`config.mk`:
```
export PLATFORM = sky130hd
export DESIGN_NAME = grid_lock_writer_flat
export DESIGN_NICKNAME = d
export VERILOG_FILES = /design/src/rtl/grid_pkg.sv /design/src/rtl/grid_lock_writer_if.sv /design/src/rtl/grid_row_store.sv /design/src/rtl/grid_lock_writer.sv /design/src/flat_wrapper.sv
export SDC_FILE = /design/constraint.sdc
export NUM_CORES = 1
export LEC_CHECK = 0
export CORE_MARGIN = 1
export CORE_UTILIZATION = 40
export CTS_CLUSTER_DIAMETER = 150
export DETAILED_ROUTE_END_ITERATION = 7
export GPL_TIMING_DRIVEN = 0
export PLACE_DENSITY = 0.57
export SLEW_MARGIN = 10
export SYNTH_ARGS = -nofsm -noshare
export SYNTH_HDL_FRONTEND = slang
export SYNTH_SLANG_ARGS = --single-unit
```
`constraint.sdc`:
```
create_clock -name clock -period 7.2 [get_ports clock]
set_clock_uncertainty 0.1 [all_clocks]
set_input_delay 1.44 -clock clock [delete_from_list [all_inputs] [get_ports clock]]
set_output_delay 1.44 -clock clock [all_outputs]
set_load 0.1 [all_outputs]
```
`src/rtl/grid_pkg.sv`:
```
// rtl/grid_pkg.sv - shared constants, row type and FSM states for the grid writer
package grid_pkg;
  localparam int GRID_W = 10;
  localparam int GRID_H = 20;
  localparam int X_W = 4;
  localparam int Y_W = 5;

  // Coordinate-width limits so range checks compare like-sized operands
  localparam logic [X_W-1:0] X_LIM = X_W'(GRID_W);
  localparam logic [Y_W-1:0] Y_LIM = Y_W'(GRID_H);
  localparam logic [Y_W-1:0] Y_TOP = Y_W'(GRID_H - 1);

  typedef logic [GRID_W-1:0] row_t;

  typedef enum logic [2:0] {
    IDLE,
    WRITE,
    SCAN,
    SHIFT,
    DONE
  } state_t;
endpackage

```
`src/rtl/grid_lock_writer_if.sv`:
```
// rtl/grid_lock_writer_if.sv - lock request handshake and completion status bundle
interface grid_lock_writer_if;
  logic                         lock_valid;
  logic                         lock_ready;
  logic [4*grid_pkg::X_W-1:0]   cell_x;
  logic [4*grid_pkg::Y_W-1:0]   cell_y;
  logic                         lock_done;
  logic [2:0]                   lines_cleared;
  logic                         lock_overlap;

  modport master (
    output lock_valid, cell_x, cell_y,
    input  lock_ready, lock_done, lines_cleared, lock_overlap
  );

  modport slave (
    input  lock_valid, cell_x, cell_y,
    output lock_ready, lock_done, lines_cleared, lock_overlap
  );
endinterface

```
`src/rtl/grid_row_store.sv`:
```
// rtl/grid_row_store.sv - GRID_H row registers with set, row-copy, zero-row-0 and read ports
module grid_row_store
  import grid_pkg::*;
(
  input  logic           clock,
  input  logic           reset,
  input  logic           clr,
  input  logic           set_en,
  input  logic [X_W-1:0] set_x,
  input  logic [Y_W-1:0] set_y,
  output logic           set_old,
  input  logic           copy_en,
  input  logic [Y_W-1:0] copy_idx,
  input  logic           zero_en,
  input  logic [Y_W-1:0] full_idx,
  output logic           full,
  input  logic [X_W-1:0] rd_x,
  input  logic [Y_W-1:0] rd_y,
  output logic           rd_bit
);

  row_t rows [GRID_H];
  logic set_in;

  assign set_in = (set_x < X_LIM) && (set_y < Y_LIM);

  always_ff @(posedge clock) begin
    if (reset || clr) begin
      for (int i = 0; i < GRID_H; i++) begin
        rows[i] <= '0;
      end
    end else begin
      if (copy_en && (copy_idx != '0) && (copy_idx < Y_LIM)) begin
        rows[copy_idx] <= rows[copy_idx - 1'b1];
      end
      if (zero_en) begin
        rows[0] <= '0;
      end
      if (set_en && set_in) begin
        rows[set_y][set_x] <= 1'b1;
      end
    end
  end

  // Out-of-range reads report solid so walls and floor need no special casing upstream
  always_comb begin
    set_old = 1'b0;
    full    = 1'b0;
    rd_bit  = 1'b1;
    if (set_in) begin
      set_old = rows[set_y][set_x];
    end
    if (full_idx < Y_LIM) begin
      full = &rows[full_idx];
    end
    if ((rd_x < X_LIM) && (rd_y < Y_LIM)) begin
      rd_bit = rows[rd_y][rd_x];
    end
  end

endmodule

```
`src/rtl/grid_lock_writer.sv`:
```
// rtl/grid_lock_writer.sv - stamps locked tetromino cells, clears full rows, shifts grid down
// Optional lifetime cleared-row counter on lines_total enabled by GRID_LINE_TOTAL_EN.
module grid_lock_writer
  import grid_pkg::*;
(
  input  logic                clock,
  input  logic                reset,
  grid_lock_writer_if.slave   lk,
  input  logic                clear_all,
  input  logic [X_W-1:0]      rd_x,
  input  logic [Y_W-1:0]      rd_y,
  output logic                rd_occupied,
  output logic [15:0]         lines_total
);

  state_t             state;
  state_t             state_nx;
  logic [4*X_W-1:0]   cx_q;
  logic [4*Y_W-1:0]   cy_q;
  logic [1:0]         k_q;
  logic [Y_W-1:0]     r_q;
  logic [Y_W-1:0]     s_q;
  logic [2:0]         clr_cnt_q;
  logic               ovl_q;
  logic               done_q;
  logic [2:0]         lc_q;
  logic               lo_q;

  logic               accept;
  logic               set_en;
  logic [X_W-1:0]     set_x;
  logic [Y_W-1:0]     set_y;
  logic               set_old;
  logic               copy_en;
  logic               zero_en;
  logic               full;

  assign accept           = lk.lock_valid && lk.lock_ready;
  assign lk.lock_ready    = (state == IDLE);
  assign lk.lock_done     = done_q;
  assign lk.lines_cleared = lc_q;
  assign lk.lock_overlap  = lo_q;

  grid_row_store u_store (
    .clock    (clock),
    .reset    (reset),
    .clr      (clear_all),
    .set_en   (set_en),
    .set_x    (set_x),
    .set_y    (set_y),
    .set_old  (set_old),
    .copy_en  (copy_en),
    .copy_idx (s_q),
    .zero_en  (zero_en),
    .full_idx (r_q),
    .full     (full),
    .rd_x     (rd_x),
    .rd_y     (rd_y),
    .rd_bit   (rd_occupied)
  );

  always_ff @(posedge clock) begin
    if (reset || clear_all) begin
      state <= IDLE;
    end else begin
      state <= state_nx;
    end
  end

  always_comb begin
    state_nx = state;
    set_en   = 1'b0;
    copy_en  = 1'b0;
    zero_en  = 1'b0;
    set_x    = cx_q[X_W*k_q +: X_W];
    set_y    = cy_q[Y_W*k_q +: Y_W];
    case (state)
      IDLE: begin
        if (accept) begin
          state_nx = WRITE;
        end
      end
      WRITE: begin
        set_en = 1'b1;
        if (k_q == 2'd3) begin
          state_nx = SCAN;
        end
      end
      SCAN: begin
        if (full) begin
          state_nx = SHIFT;
        end else if (r_q == '0) begin
          state_nx = DONE;
        end
      end
      SHIFT: begin
        // Rescan the same row after the shift: the row that dropped in may be full too
        if (s_q != '0) begin
          copy_en = 1'b1;
        end else begin
          zero_en  = 1'b1;
          state_nx = SCAN;
        end
      end
      DONE: begin
        state_nx = IDLE;
      end
      default: begin
        state_nx = IDLE;
      end
    endcase
  end

  always_ff @(posedge clock) begin
    if (reset || clear_all) begin
      cx_q      <= '0;
      cy_q      <= '0;
      k_q       <= '0;
      r_q       <= '0;
      s_q       <= '0;
      clr_cnt_q <= '0;
      ovl_q     <= 1'b0;
      done_q    <= 1'b0;
      lc_q      <= '0;
      lo_q      <= 1'b0;
    end else begin
      done_q <= (state == DONE);
      lc_q   <= (state == DONE) ? clr_cnt_q : 3'd0;
      lo_q   <= (state == DONE) && ovl_q;
      case (state)
        IDLE: begin
          if (accept) begin
            cx_q      <= lk.cell_x;
            cy_q      <= lk.cell_y;
            k_q       <= '0;
            clr_cnt_q <= '0;
            ovl_q     <= 1'b0;
          end
        end
        WRITE: begin
          k_q <= k_q + 1'b1;
          r_q <= Y_TOP;
          if (set_old) begin
            ovl_q <= 1'b1;
          end
        end
        SCAN: begin
          if (full) begin
            s_q <= r_q;
          end else if (r_q != '0) begin
            r_q <= r_q - 1'b1;
          end
        end
        SHIFT: begin
          if (s_q != '0) begin
            s_q <= s_q - 1'b1;
          end else if (clr_cnt_q != 3'd4) begin
            clr_cnt_q <= clr_cnt_q + 1'b1;
          end
        end
        default: begin
        end
      endcase
    end
  end

`ifdef GRID_LINE_TOTAL_EN
  logic [15:0] total_q;
  logic        shift_ret;

  assign shift_ret   = (state == SHIFT) && (s_q == '0);
  assign lines_total = total_q;

  // Survives clear_all so it counts across games until a hard reset
  always_ff @(posedge clock) begin
    if (reset) begin
      total_q <= '0;
    end else if (!clear_all && shift_ret && (total_q != 16'hFFFF)) begin
      total_q <= total_q + 16'd1;
    end
  end
`else
  assign lines_total = '0;
`endif

endmodule

```
`src/flat_wrapper.sv`:
```
// flat-port wrapper written by rule: the top's interface ports become plain ports
module grid_lock_writer_flat import grid_pkg::*;
  (clock, reset, clear_all, rd_x, rd_y, rd_occupied, lines_total, lk_lock_valid, lk_cell_x, lk_cell_y, lk_lock_ready, lk_lock_done, lk_lines_cleared, lk_lock_overlap);
  grid_lock_writer_if lk_i ();
  input  logic clock;
  input  logic reset;
  input  logic clear_all;
  input  logic [X_W-1:0] rd_x;
  input  logic [Y_W-1:0] rd_y;
  output logic rd_occupied;
  output logic [15:0] lines_total;
  input wire logic [$bits(lk_i.lock_valid)-1:0] lk_lock_valid;
  input wire logic [$bits(lk_i.cell_x)-1:0] lk_cell_x;
  input wire logic [$bits(lk_i.cell_y)-1:0] lk_cell_y;
  output wire logic [$bits(lk_i.lock_ready)-1:0] lk_lock_ready;
  output wire logic [$bits(lk_i.lock_done)-1:0] lk_lock_done;
  output wire logic [$bits(lk_i.lines_cleared)-1:0] lk_lines_cleared;
  output wire logic [$bits(lk_i.lock_overlap)-1:0] lk_lock_overlap;
  assign lk_i.lock_valid = lk_lock_valid;
  assign lk_i.cell_x = lk_cell_x;
  assign lk_i.cell_y = lk_cell_y;
  assign lk_lock_ready = lk_i.lock_ready;
  assign lk_lock_done = lk_i.lock_done;
  assign lk_lines_cleared = lk_i.lines_cleared;
  assign lk_lock_overlap = lk_i.lock_overlap;
  grid_lock_writer u_core (.clock(clock), .reset(reset), .lk(lk_i), .clear_all(clear_all), .rd_x(rd_x), .rd_y(rd_y), .rd_occupied(rd_occupied), .lines_total(lines_total));
endmodule
```
# Word level (Yosys, flattened, before mapping)
# Memory sizes are Yosys's and may differ from the RTL's. A register that Yosys moved wholly into a read port is not among the register bits.
# Cells that the tools add are included.
[totals]
register_bits = 60
mem_bits_rw = 200
inputBits = 49
out_inout_bits = 23
word_cells = 129
mem_count = 1
[mem_list]
columns = ["memory", "depth", "width", "rd", "rd_ports_with_merged_regs", "wr", "line", "text"]
rows = [
  ["u_core.u_store.rows", 20, 10, 4, 1, 20, "grid_row_store.sv:22", "row_t rows [GRID_H];"],
]
[classes]
add_sub_neg = 4
multipliers = 1
n_lt_le_gt_ge = 9
n_eq_ne = 16
shift = 2
muxes = 55
bitwise = 2
n_reduce_logical = 28
[ops]
columns = ["op", "n"]
rows = [
  ["$mux 10", 5],
  ["$mux 5", 8],
  ["$mux 1", 24],
  ["$mux 3", 8],
  ["$lt 5x5->1 const B", 4],
  ["$pmux 5 s2", 2],
  ["$reduce_or 10->1", 2],
  ["$shiftx 20x6->5", 1],
  ["$shiftx 16x5->4", 1],
  ["$ne 2x1->1 const B", 6],
  ["$pmux 3 s4", 1],
  ["$lt 4x5->1 const B", 2],
  ["$reduce_and 10->1", 1],
  ["$reduce_bool 5->1", 2],
  ["$sub 5x1->5 const B", 2],
  ["$reduce_and 3->1", 3],
  ["$bmux 1 s4", 2],
  ["$logic_and 1x1->1", 8],
  ["$lt 4x4->1 const B", 2],
  ["$reduce_and 4->1", 2],
  ["$reduce_bool 2->1", 4],
  ["$eq 3x2->1 const B", 2],
  ["$ne 2x2->1 const B", 3],
  ["$pmux 3 s2", 1],
  ["20 further kinds", 21],
]

# Depth between registers and ports, before layout
[depth]
ltp_word = 11
mapped_depth = 15
ltp_nobuf = 9

# Cells and area by module
# Synthesis repeated with hierarchy kept, for this count alone.
[hier_totals]
cells_unflattened = 2202
hier_area_um2 = 22063.7
[modules_own_cells]
columns = ["mod", "n_inst", "cells_per_inst", "area_per_inst_um2", "seq_area_each_um2"]
rows = [
  ["grid_row_store", 1, 1877, 19247.2, 6406.1],
  ["grid_lock_writer", 1, 325, 2816.5, 1201.2],
]

# Worst setup path before layout
# OpenSTA, ideal clock, no wires.
[synth_timing]
path_type = "input to output"
startpoint = "input rd_y[1]"
endpoint = "output rd_occupied"
arrival_time_ns = 6.601
required_time_ns = 5.660
path_slack_ns = -0.941
stages = 10
n_path_buf = 3
cell_sequence = "buf_2 > clkbuf_1 > buf_1 > mux4_2 > mux2i_1 > o21ai_0 > o22ai_1 > a21oi_1 > a211oi_1 > o311ai_0"
[synth_via]
elab_chain_cells = 4
elab_cells_between_ends = 6
classes_between = "order compare (1); mux (3); reduce/logical (1); memory (1)"
[synth_rtl]
columns = ["element", "line", "text"]
rows = [
  ["start: declaration", "flat_wrapper.sv:9", "input logic [Y_W-1:0] rd_y;"],
  ["$mem_v2 20x10", "-", ""],
  ["$bmux 1 s4", "grid_row_store.sv:57", "rd_bit = rows[rd_y][rd_x];"],
  ["$mux 1 (implied by the code)", "grid_row_store.sv:57", ""],
  ["$mux 1 (*)", "grid_row_store.sv:56", "if ((rd_x < X_LIM) && (rd_y < Y_LIM)) begin"],
  ["end: declaration", "flat_wrapper.sv:10", "output logic rd_occupied;"],
]
# Every way passes the cells marked *; elsewhere a longest branch is shown, timed or not. The select of a mux whose other input is x is not followed.

==> summary.md <==
| Metric | Value |
|---|---|
| Number of design-rule violations left by the first detailed-router iteration | approximately 3900 |
| Worst setup path endpoint | u_core.u_store.rows[12][1] |
| Cell-internal power | 0.004070 W |
| Share of power burned in the clock network | 39.5% |
| Wire length of the first global-routing pass | 164.1 mm |
| Signed area change from the synthesized netlist to the final layout | 14.35% |
| Most used routing layer in global routing | met2 |
| Max Clock Freq | 0.1385 GHz |
| Critical Path RT | 7.43 ns |
| Number of synthesized register bits | 385 |
| Initial antenna violation count | 3 |
| Setup bufs post-CTS | 0 |
| Cell Count Post-Placement | 3072 |
| Crit path launch | u_core.s_q[0] |
| Unrepaired setup endpoints after global routing | false |
| Clock latency on the worst-skew pair | 0.60 ns |
| Flop pwr share | 47.6% |
| Mapped Avg Cell Area | 11.66 um2 |
| Highest ir drop seen on vdd | roughly 0.16 mV |
| Layout cells sized above 1 | about a fifth |
| Final core utilization | approximately 46% |
| Number of buffers and inverters on the critical path | 8 |
| Grt total ovfl | 0 |
| Period utilization | 100.3% |
| Switching portion of total power | between 20% and 30% |
| Number of setup violations in the final report | 7 |
| CTS H-Tree Depth | 2 |
| Vert. Die Dim | between 200 and 250 um |
| Sequential cell area | roughly 11000 um2 |
| Failing checks | setup timing |
| Worst path depth | 15 |
| Worst reg-to-reg setup slack | -0.02 ns |
| Class of the worst hold path | flop to flop |
| Weighted congestion at the end of routability-driven global placement | 1.084 |
| DR vias | 21805 |
| Sort of element at the end of the critical path | flop |
| Root Buffer Master | clkbuf_16 |
| Final Routed Wirelength | between 100 and 150 mm |
| Crit path kind | flop to flop |
| Area occupied by multi-input gates | 12730 um2 |
| Average wire length per cell after detail routing | 38.40 um |
| Number of fill cells in the layout | 5660 |
| Global-route usage over all layers | 38.54% |
| Power spent charging and discharging nets | around 0.0016 W |
| Max Cap Viol | 0 |
| Buffers from clock root to sink, at most | 3 |
| Largest stage delay on the critical path | 0.90 ns |
| Post-Place Setup Slack | -0.6654 ns |
| Vias per std cell | 6.920 |
| Most common cell type on the critical path | buf_2 |
| Number of synthesized flops with an enable pin | 320 |
| Number of remaining DRC errors | 0 |
| Final worst hold slack | 0.3495 ns |
| Number of buffers inserted during clock tree synthesis | between 40 and 50 |
| Met2 track demand over resource in global routing | 54.24% |
| Clock sinks | about 390 |
| Global Route met1 Usage | just over 50% |
| Drt pass-1 iters | 6 |
| Final standard cell count with taps included and fillers excluded | ~3200 |
| Cells along the critical path | clkbuf_1, buf_2, buf_1, inv_1, ha_1, buf_2, clkdlybuf4s15_1, clkbuf_1, mux4_2, mux4_2, mux2i_1, o21ai_1, nand2_1, buf_2, nor2_1 |
| Worst slew pin tran | approximately 1.4 ns |
| Kind of cell adding the most delay to the critical path | buffers and inverters |
| Register clock-pin slew on the reported worst setup and hold paths | 0.06 ns |
| Core Footprint | 60360 um2 |
| Antenna viol nets, final | 0 |
| Outcome | finished with violations |
| Cell with the largest stage delay on the worst path | clkdlybuf4s15_1 |
| Final hold violation count | 0 |
| Number of top-level pins | 72 |
| Destination of the worst register-to-register timing path | u_core.u_store.rows[12][1] |
| Warnings from Yosys | 0 |
| Starting density of the core | 40.51% |
| DIE WIDTH | between 200 and 250 um |
| Logic gate share of total power | ~13% |
| Power density of the placed cells | 201.8 nW/um2 |
| Final-stage net count | roughly 2400 |
| Final Max Tran Viols | 0 |
| Number of input and output port buffers inserted | 50 |
| Num rows | 90 |
| Most common library cell in the layout ignoring fill and taps | edfxtp_1 |
| Vias in the first global route | 20478 |
| Critical path data arrival time | about 7.5 ns |
| Cells after synthesis | 2096 |
| Depth of the worst register-to-register path | 15 |
| Proportion of synthesized chip area in sequential cells | between 40 and 50% |
| Commonest non-fill, non-tap cells in the layout | edfxtp_1 (320), nor2_1 (243), o21ai_0 (217), mux4_2 (206), nand2_1 (157) |
| Dominant register cell in the synthesized netlist | edfxtp_1 |
| Unique cell type count in the Yosys netlist | 83 |
| Largest net degree at the start of global routing | 15 |
| Post-Synthesis Cell Area | between 20000 and 25000 um2 |
| Worst reg2reg startpoint | u_core.s_q[0] |
| Detailed placer's ending HPWL | between 90 and 100 mm |
| Global routing met3 resource utilization | 11.29% |
| Clock period minus worst slack | 7.218 ns |
| Startpoint types | flop |
| Post-synth ARST share | 0% |
| Slew Limit Headroom | under 10% |
| Post-route setup slack | -0.01816 ns |
| CTS tree | built |
| TNS Setup | -0.07302 ns |
| Area of the die | 62120 um2 |
| Cell leakage power | 9.068 nW |
| Critical-path maximum fanout | 10 |
[logic make-up after synthesis]
logic type                 synth area share [%]
other                                   0.01534
muxes                                     26.32
DFF                                       44.62
adders and majority gates                0.3582
xor gates and xnor gates                 0.1791
AOI/OAI and AO/OA                         11.24
buffers and inverters                     5.476
and+or+nand+nor                           11.79
[cell type report]
class | instances | share of cell area (%)
Inverter | 19 | 0.2551
Antenna cell | 1 | 0.008951
Tap cell | 782 | 3.500
Timing Repair Buffer | 59 | 2.050
Multi-Input combinational cell | 1592 | 45.54
Buffer | 235 | 4.565
Sequential cell | 385 | 39.02
Clock buffer | 51 | 4.028
Clock inverter | 27 | 1.029
[per-stage QoR]
| stage | cell area, um2 | power, W |
|---|---|---|
| global placement | 26440 | 0.003393 |
| detailed placement | 26530 | 0.003406 |
| global route | 27960 | 0.005750 |
| CTS | 27950 | 0.005615 |
| finish | 27960 | 0.005642 |
| floorplan | 24960 | 0.003078 |
[worst min-delay path by stage]
stage                               from  depth (start not counted)  slack [ns]                      to
after floorplan             u_core.ovl_q                          1        0.33  u_core.lk.lock_overlap
after global placement    u_core.cx_q[5]                          2        0.34          u_core.cx_q[5]
after detailed placement  u_core.cy_q[7]                          2        0.34          u_core.cy_q[7]
after CTS                 u_core.cy_q[7]                          2        0.35          u_core.cy_q[7]
after global routing      u_core.cx_q[9]                          2        0.36          u_core.cx_q[9]
final                     u_core.cy_q[7]                          2        0.35          u_core.cy_q[7]
[sequential cells by signal, indices dropped and copies added (netlist names), 3 cells and up, named ones only]
signal / cells
u_core.u_store.rows: 320
u_core.lk.lines_cleared: 3
u_core.state: 3
u_core.cy_q: 20
u_core.cx_q: 16
u_core.s_q: 5
u_core.clr_cnt_q: 3
u_core.r_q: 5
[power by group through the flow]
stage,logic (W),registers (W),clock network (W)
floorplan,0.000449,0.00263,0
CTS,0.000694,0.00267,0.00225
global route,0.000739,0.00268,0.00233
global placement,0.000679,0.00271,0
finish,0.000724,0.00269,0.00223
detailed placement,0.000690,0.00272,0
[layer usage]
| metal | share of wire (%) | routed length (um) |
|---|---|---|
| met5 | 0 | 0 |
| met4 | 8.3 | 10080 |
| met3 | 14 | 16460 |
| met2 | 41 | 49450 |
| met1 | 37 | 45020 |
[cells in the mapped netlist (4+ instances only)]
cell      count  area [um2]
edfxtp_1    320        9609
or2_2         5       31.28
o21ai_0     228        1141
buf_1         9       33.78
nand3_1      34       170.2
buf_2        63       315.3
and2_1        8       50.05
mux2i_1     148        1481
nand4_1      49       306.5
or3_1         5       31.28
o22ai_1      14       87.58
nand4b_1     15       131.4
nor3_1       32       160.2
a31oi_1      10       62.56
nor2b_1      25       156.4
buf_6        18       202.7
o31ai_1       8       60.06
a21oi_1      70       350.3
and4_1        4       35.03
and2b_2       8       70.07
dfxtp_1      65        1301
mux4_2      206        4639
a22oi_1       5       37.54
o311ai_0      6       52.55
mux4_1        4       105.1
inv_1        19       71.32
nand2b_1     12       75.07
ha_1          7       87.58
buf_4        23       172.7
nor2_1      243       912.1
nor3b_1       4       30.03
o32ai_1       4       35.03
a41oi_1       9       78.83
a211oi_1     52       390.4
clkbuf_8      5       68.82
nand2_1     157       589.3
clkbuf_1    113       424.2
mux2_2       14       157.7
[tightest hold or removal path: stages, from the launching register on]
cell and delay (ns):
dfxtp_1 0.30, nand2_1 0.05, a21oi_1 0.05
[timing repair]
action | in CTS | in global routing
endpoints found under the setup margin | 1 | 20
resized for setup | 5 | 4
hold buffers | 0 | 0
No activity file was read; power rests on OpenSTA's default activity.
